<file path="src/rtl/difftest_step_batcher_if.sv">
// Handshake bundle between the commit source and difftest_step_batcher.
//   master : drives in_valid, in_steps, flush_req, simv_result; observes outputs
//   slave  : the batcher; consumes the inputs, drives step, pending, total_steps
interface difftest_step_batcher_if #(
  parameter int STEP_WIDTH = 8,
  parameter int IN_WIDTH   = 4
);
  logic                  in_valid;
  logic [IN_WIDTH-1:0]   in_steps;
  logic                  flush_req;
  logic                  simv_result;
  logic [STEP_WIDTH-1:0] step;
  logic                  pending;
  logic [63:0]           total_steps;

  modport master (
    output in_valid, in_steps, flush_req, simv_result,
    input  step, pending, total_steps
  );

  modport slave (
    input  in_valid, in_steps, flush_req, simv_result,
    output step, pending, total_steps
  );
endinterface

</file>
<file path="src/rtl/difftest_step_batcher.sv">
// difftest_step_batcher
//   Folds per-cycle commit counts into occasional batched step pulses so the
//   downstream nstep call fires rarely. A batch is flushed when the running
//   count reaches THRESHOLD, when it has sat unflushed for TIMEOUT cycles, or
//   on flush_req. Once simv_result is seen the block goes permanently quiet
//   until reset.
// Ports
//   clock        clock
//   reset        synchronous, active-high
//   bus (slave)  in_valid/in_steps/flush_req/simv_result in,
//                step/pending/total_steps out (all outputs registered)
//
//   state | meaning
//   IDLE  | nothing accumulated (acc == 0)
//   ACCUM | nonzero count held, waiting for threshold/timeout/flush_req
//   HALT  | simulation result seen; inputs ignored, outputs held at rest
module difftest_step_batcher #(
  parameter int STEP_WIDTH = 8,
  parameter int IN_WIDTH   = 4,
  parameter int THRESHOLD  = 64,
  parameter int TIMEOUT    = 16
) (
  input logic                    clock,
  input logic                    reset,
  difftest_step_batcher_if.slave bus
);
  localparam int ACC_W = STEP_WIDTH + 1;
  // One extra bit over acc so acc + in_steps never wraps.
  localparam int SUM_W = STEP_WIDTH + 2;
  localparam int CNT_W = $clog2(TIMEOUT + 1);

  localparam logic [SUM_W-1:0] MAXS      = {2'b00, {STEP_WIDTH{1'b1}}};
  localparam logic [SUM_W-1:0] THRESH    = SUM_W'(THRESHOLD);
  localparam logic [CNT_W-1:0] IDLE_LAST = CNT_W'(TIMEOUT - 1);

  typedef enum logic [1:0] {IDLE, ACCUM, HALT} state_t;

  state_t                state;
  logic [ACC_W-1:0]      acc;
  logic [CNT_W-1:0]      idle_cnt;
  logic [STEP_WIDTH-1:0] step_q;
  logic                  pending_q;
  logic [63:0]           total_q;

  logic [SUM_W-1:0]      sum;
  logic [SUM_W-1:0]      emit;
  logic [ACC_W-1:0]      rem;
  logic                  flush;

  always_comb begin
    sum   = {1'b0, acc} + (bus.in_valid ? SUM_W'(bus.in_steps) : '0);
    flush = (sum >= THRESH) ||
            (bus.flush_req && (sum != '0)) ||
            ((acc != '0) && (idle_cnt == IDLE_LAST));
    // A batch larger than one pulse can carry leaves a remainder in acc.
    emit  = (sum > MAXS) ? MAXS : sum;
    rem   = ACC_W'(sum - emit);
  end

  always_ff @(posedge clock) begin
    if (reset) begin
      state     <= IDLE;
      acc       <= '0;
      idle_cnt  <= '0;
      step_q    <= '0;
      pending_q <= 1'b0;
      total_q   <= '0;
    end else if (state == HALT) begin
      step_q <= '0;
    end else if (bus.simv_result) begin
      // Halt takes priority over any flush due this same cycle.
      state     <= HALT;
      acc       <= '0;
      idle_cnt  <= '0;
      step_q    <= '0;
      pending_q <= 1'b0;
    end else if (flush) begin
      step_q    <= emit[STEP_WIDTH-1:0];
      acc       <= rem;
      idle_cnt  <= '0;
      total_q   <= total_q + 64'(emit);
      pending_q <= (rem != '0);
      state     <= (rem != '0) ? ACCUM : IDLE;
    end else begin
      // Without a flush, sum is below THRESHOLD and fits in acc.
      step_q    <= '0;
      acc       <= sum[ACC_W-1:0];
      idle_cnt  <= (sum != '0) ? idle_cnt + CNT_W'(1) : '0;
      pending_q <= (sum != '0);
      state     <= (sum != '0) ? ACCUM : IDLE;
    end
  end

  assign bus.step        = step_q;
  assign bus.pending     = pending_q;
  assign bus.total_steps = total_q;
endmodule

</file>
<file path="src/flat_wrapper.sv">
// flat-port wrapper written by rule: the top's interface ports become plain ports
module difftest_step_batcher_flat 
#(
  parameter int STEP_WIDTH = 8,
  parameter int IN_WIDTH   = 4,
  parameter int THRESHOLD  = 64,
  parameter int TIMEOUT    = 16
)
  (clock, reset, bus_in_valid, bus_in_steps, bus_flush_req, bus_simv_result, bus_step, bus_pending, bus_total_steps);
  difftest_step_batcher_if #(.STEP_WIDTH(STEP_WIDTH), .IN_WIDTH(IN_WIDTH)) bus_i ();
  input logic clock;
  input logic reset;
  input wire logic [$bits(bus_i.in_valid)-1:0] bus_in_valid;
  input wire logic [$bits(bus_i.in_steps)-1:0] bus_in_steps;
  input wire logic [$bits(bus_i.flush_req)-1:0] bus_flush_req;
  input wire logic [$bits(bus_i.simv_result)-1:0] bus_simv_result;
  output wire logic [$bits(bus_i.step)-1:0] bus_step;
  output wire logic [$bits(bus_i.pending)-1:0] bus_pending;
  output wire logic [$bits(bus_i.total_steps)-1:0] bus_total_steps;
  assign bus_i.in_valid = bus_in_valid;
  assign bus_i.in_steps = bus_in_steps;
  assign bus_i.flush_req = bus_flush_req;
  assign bus_i.simv_result = bus_simv_result;
  assign bus_step = bus_i.step;
  assign bus_pending = bus_i.pending;
  assign bus_total_steps = bus_i.total_steps;
  difftest_step_batcher #(.STEP_WIDTH(STEP_WIDTH), .IN_WIDTH(IN_WIDTH), .THRESHOLD(THRESHOLD), .TIMEOUT(TIMEOUT)) u_core (.clock(clock), .reset(reset), .bus(bus_i));
endmodule
</file>
<file path="config.mk">
export PLATFORM = sky130hd
export DESIGN_NAME = difftest_step_batcher_flat
export DESIGN_NICKNAME = d
export VERILOG_FILES = /design/src/rtl/difftest_step_batcher_if.sv /design/src/rtl/difftest_step_batcher.sv /design/src/flat_wrapper.sv
export SDC_FILE = /design/constraint.sdc
export NUM_CORES = 1
export LEC_CHECK = 0
export ABC_AREA = 1
export CAP_MARGIN = 20
export CORE_ASPECT_RATIO = 1.1
export CORE_MARGIN = 2
export CORE_UTILIZATION = 55
export CTS_CLUSTER_DIAMETER = 40
export DETAILED_ROUTE_END_ITERATION = 7
export GPL_TIMING_DRIVEN = 1
export PLACE_DENSITY_LB_ADDON = 0.3
export REMOVE_ABC_BUFFERS = 1
export SYNTH_ARGS = -nofsm -noshare
export SYNTH_HDL_FRONTEND = slang
export SYNTH_SLANG_ARGS = --single-unit
</file>
<file path="constraint.sdc">
create_clock -name clock -period 6 [get_ports clock]
set_clock_uncertainty 0.1 [all_clocks]
set_input_delay 1.2 -clock clock [delete_from_list [all_inputs] [get_ports clock]]
set_output_delay 1.2 -clock clock [all_outputs]
set_load 0.02 [all_outputs]
</file>
==> results of run 1 <==
## area by class of cell
type,instances,area [um^2],area share [%]
multi-input combinational,795,3950,52.9
sequential,88,1760,23.6
timing repair buffer,89,866,11.6
inverter,109,409,5.48
clock buffer,10,229,3.06
tap,147,184,2.46
clock inverter,6,68.8,0.921
## metrics by stage
step                std cells  power (mW)  hold slack, ns  setup WS (ns)  utilization [%]
global route             1244        1.73           0.417          0.512             67.9
CTS                      1244        1.65           0.389          0.972             67.9
floorplan                 992       0.933           0.349           1.12                -
finish                   1244        1.65           0.398          0.876             67.9
detailed placement       1228        1.07           0.374          0.613             65.2
global placement         1228        1.07           0.370          0.701             65.2
## synthesized netlist by cell type (2+ instances only)
library cell  number
a21oi_2            9
nand4_1           25
o211ai_1           4
ha_1              17
buf_4              4
nand3_1           65
fa_1               2
inv_2              2
nor2_1           123
dfxtp_1           88
o22ai_1            2
a21o_1             4
inv_1            106
xor2_1            28
nand3b_1           8
o31ai_1            2
o21ai_1           12
nor4_1             2
a21oi_1           68
nand2_4            2
buf_2              9
clkbuf_1           5
o21ai_0           34
buf_8              2
nor3_1            17
nand2_2           14
nand2_1          322
xnor2_1           25
## power by group
part | total (mW) | internal [mW] | switching (mW)
registers | 0.629 | 0.607 | 0.0221
logic | 0.436 | 0.144 | 0.291
clock network | 0.583 | 0.326 | 0.257
total | 1.65 | 1.08 | 0.571
## worst max-delay path, cell delays in order
cell and delay [ns]:
clkdlybuf4s50_1 0.46, nand2_1 0.09, inv_1 0.04, ha_1 0.19
fa_1 0.45, nand2_1 0.09, nand2_1 0.08, nand3_1 0.09
nand2_1 0.05, nand2_1 0.08, nand2_1 0.08, buf_4 0.21
nor2_1 0.13, inv_1 0.06, ha_1 0.36, nand2_1 0.15
nor2_1 0.20, nand2_1 0.10, o21ai_1 0.52, nand3_1 0.19
nand2_1 0.10, inv_1 0.04, o21ai_0 0.18, a21oi_1 0.09
## state kept, by name, indices dropped and copies added (netlist names)
register                count
u_core.acc                  9
u_core.idle_cnt             5
u_core.state                2
u_core.bus.step             8
u_core.bus.total_steps     64
## worst max-delay path by stage
stage                         start                         end  slack [ns]  cells after the start
global route           bus_in_valid  u_core.bus.total_steps[58]        0.51                     24
finish                 bus_in_valid  u_core.bus.total_steps[58]        0.88                     24
detailed placement     bus_in_valid  u_core.bus.total_steps[58]        0.61                     24
global placement       bus_in_valid  u_core.bus.total_steps[42]        0.70                     23
CTS                    bus_in_valid  u_core.bus.total_steps[58]        0.97                     24
floorplan           bus_in_steps[0]  u_core.bus.total_steps[60]        1.12                     24
## layer usage
metal / global-route usage [%] / vias up / wire length, um
met5: 0 / - / 0
met4: 17.8 / 0 / 996
met3: 5.47 / 61 / 1140
met2: 55.5 / 247 / 9220
met1: 38.7 / 2981 / 8030
li1: - / 3417 / -
## kinds of logic (layout without fill, tap and decap cells)
group	Yosys count	after routing	synth area share (%)
other	1	2	0.0596
AND/OR/NAND/NOR	581	581	38.8
buffers and inverters	133	214	9.17
XOR/XNOR	54	54	7.64
AO/OA/AOI/OAI	139	139	12.3
flip-flops	88	88	28.0
adder cells (fa/ha/maj)	19	19	4.02
==> run metrics, run 1 <==
CP required=approximately 6.1 ns; vias per inst=5.39; Die Y=roughly 120 um; Slew HR=38.3%; Setup crit start kind=input pin; final setup fails=0; syn avg cell area=6.20 um^2; vias=between 6k and 7k; # Post-CTS Setup Buffers=0; capturing point of the worst reg2reg path=u_core.bus.total_steps[58]; DRC=0; initial antenna violation count=0; CTS Buf Count=9; Min-Delay Path Class=flop to flop; vias in the first global route=6,105; Reg2Reg Depth=21; core area=11,000 um^2; Placement Cell Area=7170 um^2; H-Tree Depth=3; Ys Warns=0; Synth Instances=1,015; top-area cell type share of the netlist area=28.0%; CTS root buf=clkbuf_16; clk_lat worst skew=0.35 ns; Max-Cap Viols=0; Total Wirelength=19.4 mm; largest net degree at the start of global routing=a little under 60; Reg clk slew, reported paths=about 0.07 ns; ANT cells=0; LEAKAGE=3.17 nW; most frequent cells in the layout=nand2_1 (322), nor2_1 (123), inv_1 (106); actual slew at the worst max-slew pin=0.924 ns; first-pass GRT wire length=between 30 and 40 mm; Period minus WS final=roughly 5.1 ns; row cnt=40; Crit Path Max Fanout=20; Filler cells=slightly above 1k; hold_buf cts=0; Congestion Overflow GR=0; synthesized flop and latch total=slightly below 90; 1st-pass router iterations=5; DP HPWL=15.0 mm; synthesized area=6290 um^2; Cell variety after synth=42; sequential area share after synthesis=28.0%; post-layout instance area=roughly 7500 um^2; Die W=106 um; Iter 0 DRT Violations=570; Sink Count=about 90; Hold Crit Start=u_core.acc[0]; I/O Buffers=81; type of the worst setup path=input pin to flop; outcome=complete, no violations; Die Area=12,300 um^2; Peak Freq=about 200 MHz; worst vdd ir=143 uV; largest cells by area after synthesis=dfxtp_1 (28%), nand2_1 (19%), nor2_1 (7.3%); WHS Path Cells=2; clk buf depth=2; wire length per cell=15.6 um; post-route ant nets=0; commonest non-fill, non-tap cell in the layout=nand2_1; Post-synth EDFFs=0; Max Slew Vio Count=0; worst-case hold path end point=u_core.acc[0]; leading area contributor after synthesis=dfxtp_1; share of cells above drive strength 1=5.01%; RePlAce Congestion=about 1.0; Critical R2R Launch=u_core.acc[0]; Ports=82; Syn-to-layout area delta=18.8%; Nets=1,120; R2R setup slack=1.95 ns; ys async rst share=0%; RSZ-0062 raised after global routing=no; Pwr Density=between 200 and 250 nW/um^2; Initial Utilization=a little under three fifths; final hold violations=0; Total Routing Usage GR=32.3%; post-cts resize count=0; CP Data Arrival Time=5.23 ns; Main synth FF type=dfxtp_1; CTS tree=done; Tcrit/Tclk final=85.4%; TNS Setup=0 ns; CP Capture Type=flop
Note: power is estimated with default switching activity, not from simulation.
==> run 2, diff against run 1 <==
--- a/config.mk
+++ b/config.mk
@@ -9,7 +9,7 @@
 export CAP_MARGIN = 20
 export CORE_ASPECT_RATIO = 1.1
 export CORE_MARGIN = 2
-export CORE_UTILIZATION = 55
+export CORE_UTILIZATION = 45
 export CTS_CLUSTER_DIAMETER = 40
 export DETAILED_ROUTE_END_ITERATION = 7
 export GPL_TIMING_DRIVEN = 1
==> run 2 against run 1 <==
Compared with the run above:
- worst hold slack worse by 0.0097 ns
- count of clock-buffer cells in the layout down 1
- wire length decreased by 1.4%
- critical endpoint is now u_core.bus.total_steps[49]
- largest power group unchanged
- register-to-register slack got worse by 0.03 ns
- largest cell class unchanged
- total power fell by 2.8%
==> run metrics, run 2 (same netlist as run 1, synthesis figures left out) <==
ANT cells=0 (unchanged); Slew HR=52.8% (+15 points); share of cells above drive strength 1=5.02% (about the same); initial antenna violation count=0 (unchanged); final setup fails=0 (unchanged); # Post-CTS Setup Buffers=0 (unchanged); clk buf depth=2 (unchanged); vias=6,781 (+1.1%); Iter 0 DRT Violations=577 (+1.2%); H-Tree Depth=3 (unchanged); Congestion Overflow GR=0 (unchanged); post-route ant nets=0 (unchanged); max reg flops=64 (unchanged); fin worst setup slack=0.881 ns (+0.00581 ns); CP Capture Type=flop; DP HPWL=14.6 mm (-2.1%); Tcrit/Tclk final=85.3% (-0.097 points); CP Data Arrival Time=5.24 ns (about the same); CTS tree=done; Die W=117 um (+10%); most frequent cells in the layout=nand2_1 (322), nor2_1 (123), inv_1 (106); I/O Buffers=81 (unchanged); Pwr Density=214 nW/um^2 (-3.0%); Max-Cap Viols=0 (unchanged); 1st-pass router iterations=5 (unchanged); LEAKAGE=3.15 nW (-0.63%); Syn-to-layout area delta=19.1%; RePlAce Congestion=0.992 (-3.7%); cell repeated most along the worst path=nand2_1; hold_buf cts=0 (unchanged); Initial Utilization=45.8% (-11 points); Die Y=128 um (+10%); Crit Path Max Fanout=20 (unchanged); vias per inst=5.28 (-2.0%); Setup crit start kind=input pin; wire length per cell=14.9 um (-4.5%); slowest CP cell=clkdlybuf4s50_1; final hold violations=0 (unchanged); Max Slew Vio Count=0 (unchanged); vias in the first global route=6,187 (+1.3%); core area=13,700 um^2 (+25%); Largest stage delay, worst path=0.45 ns (-0.07 ns); Total Wirelength=19.1 mm (-1.4%); Die Area=14,900 um^2 (+21%); WP buf/inv=5 (unchanged); actual slew at the worst max-slew pin=0.705 ns (-0.219 ns); Total Routing Usage GR=26.4% (-5.8 points); Min-Delay Path Class=flop to flop; delay-heaviest family, CP=simple AND/OR/NAND/NOR gates; Placement Cell Area=7220 um^2 (+0.61%); first-pass GRT wire length=30.8 mm (about the same); clk_lat worst skew=0.36 ns (about the same); commonest non-fill, non-tap cell in the layout=nand2_1; CTS Buf Count=9 (unchanged); DRC=0 (unchanged); RSZ-0062 raised after global routing=no; Sink Count=88 (unchanged); type of the worst setup path=input pin to flop; CTS root buf=clkbuf_16; post-layout instance area=7490 um^2 (+0.23%); row cnt=45 (+13%); Ports=82 (unchanged); Nets=1,119 (-0.089%); pre-CTS setup slack=0.510 ns (-0.103 ns); post-cts resize count=0 (unchanged); Peak Freq=195 MHz (+0.11%); largest net degree at the start of global routing=59 (unchanged); Reg clk slew, reported paths=0.07 ns (about the same); Period minus WS final=5.12 ns (-0.00581 ns); TNS Setup=0 ns (unchanged); worst vdd ir=114 uV (-21%); CP required=6.12 ns (about the same); outcome=complete, no violations
run 2: tightest hold or removal path: cells and delay by family, from the launching register on:
kind             cells  cell delay, ns
flip-flops           1            0.33
AND/OR/NAND/NOR      2            0.12
run 2: final cells by class:
class	count	area [um^2]
fillers	1443	6250
well taps	188	235
clock buffers	9	225
inverters	109	409
flip-flops and latches	88	1760
clock inverters	7	46.3
multi-input cells	795	3950
repair buffers	88	858
run 2: path summary, 6_finish.rpt:
path	startpoint	slack, ns	cells past startpoint	to
setup / recovery	bus_in_valid	0.88	26	u_core.bus.total_steps[49]
hold / removal	u_core.acc[2]	0.39	2	u_core.acc[2]
setup reg to reg	u_core.acc[0]	1.92	23	u_core.bus.total_steps[49]
hold reg to reg	u_core.acc[2]	0.39	2	u_core.acc[2]
run 2: metrics by stage:
step	hold WS, ns	cells	power, mW	util (%)
finish	0.388	1284	1.60	54.5
global placement	0.366	1268	1.07	52.5
CTS	0.388	1284	1.60	54.5
floorplan	0.349	992	0.933	-
global route	0.422	1284	1.69	54.5
detailed placement	0.378	1268	1.07	52.5
run 2: layer usage:
metal	GRT usage (%)	vias to the layer above	wire length [um]
li1	-	3410	-
met1	34.2	3082	8180
met2	42.1	236	8840
met3	5.58	53	1260
met4	12.0	0	824
met5	0	-	0
run 2: power breakdown:
group | total (mW) | internal (mW) | switching (mW)
sequential | 0.630 | 0.607 | 0.0225
combinational | 0.432 | 0.143 | 0.290
clock | 0.540 | 0.280 | 0.260
total | 1.60 | 1.03 | 0.573
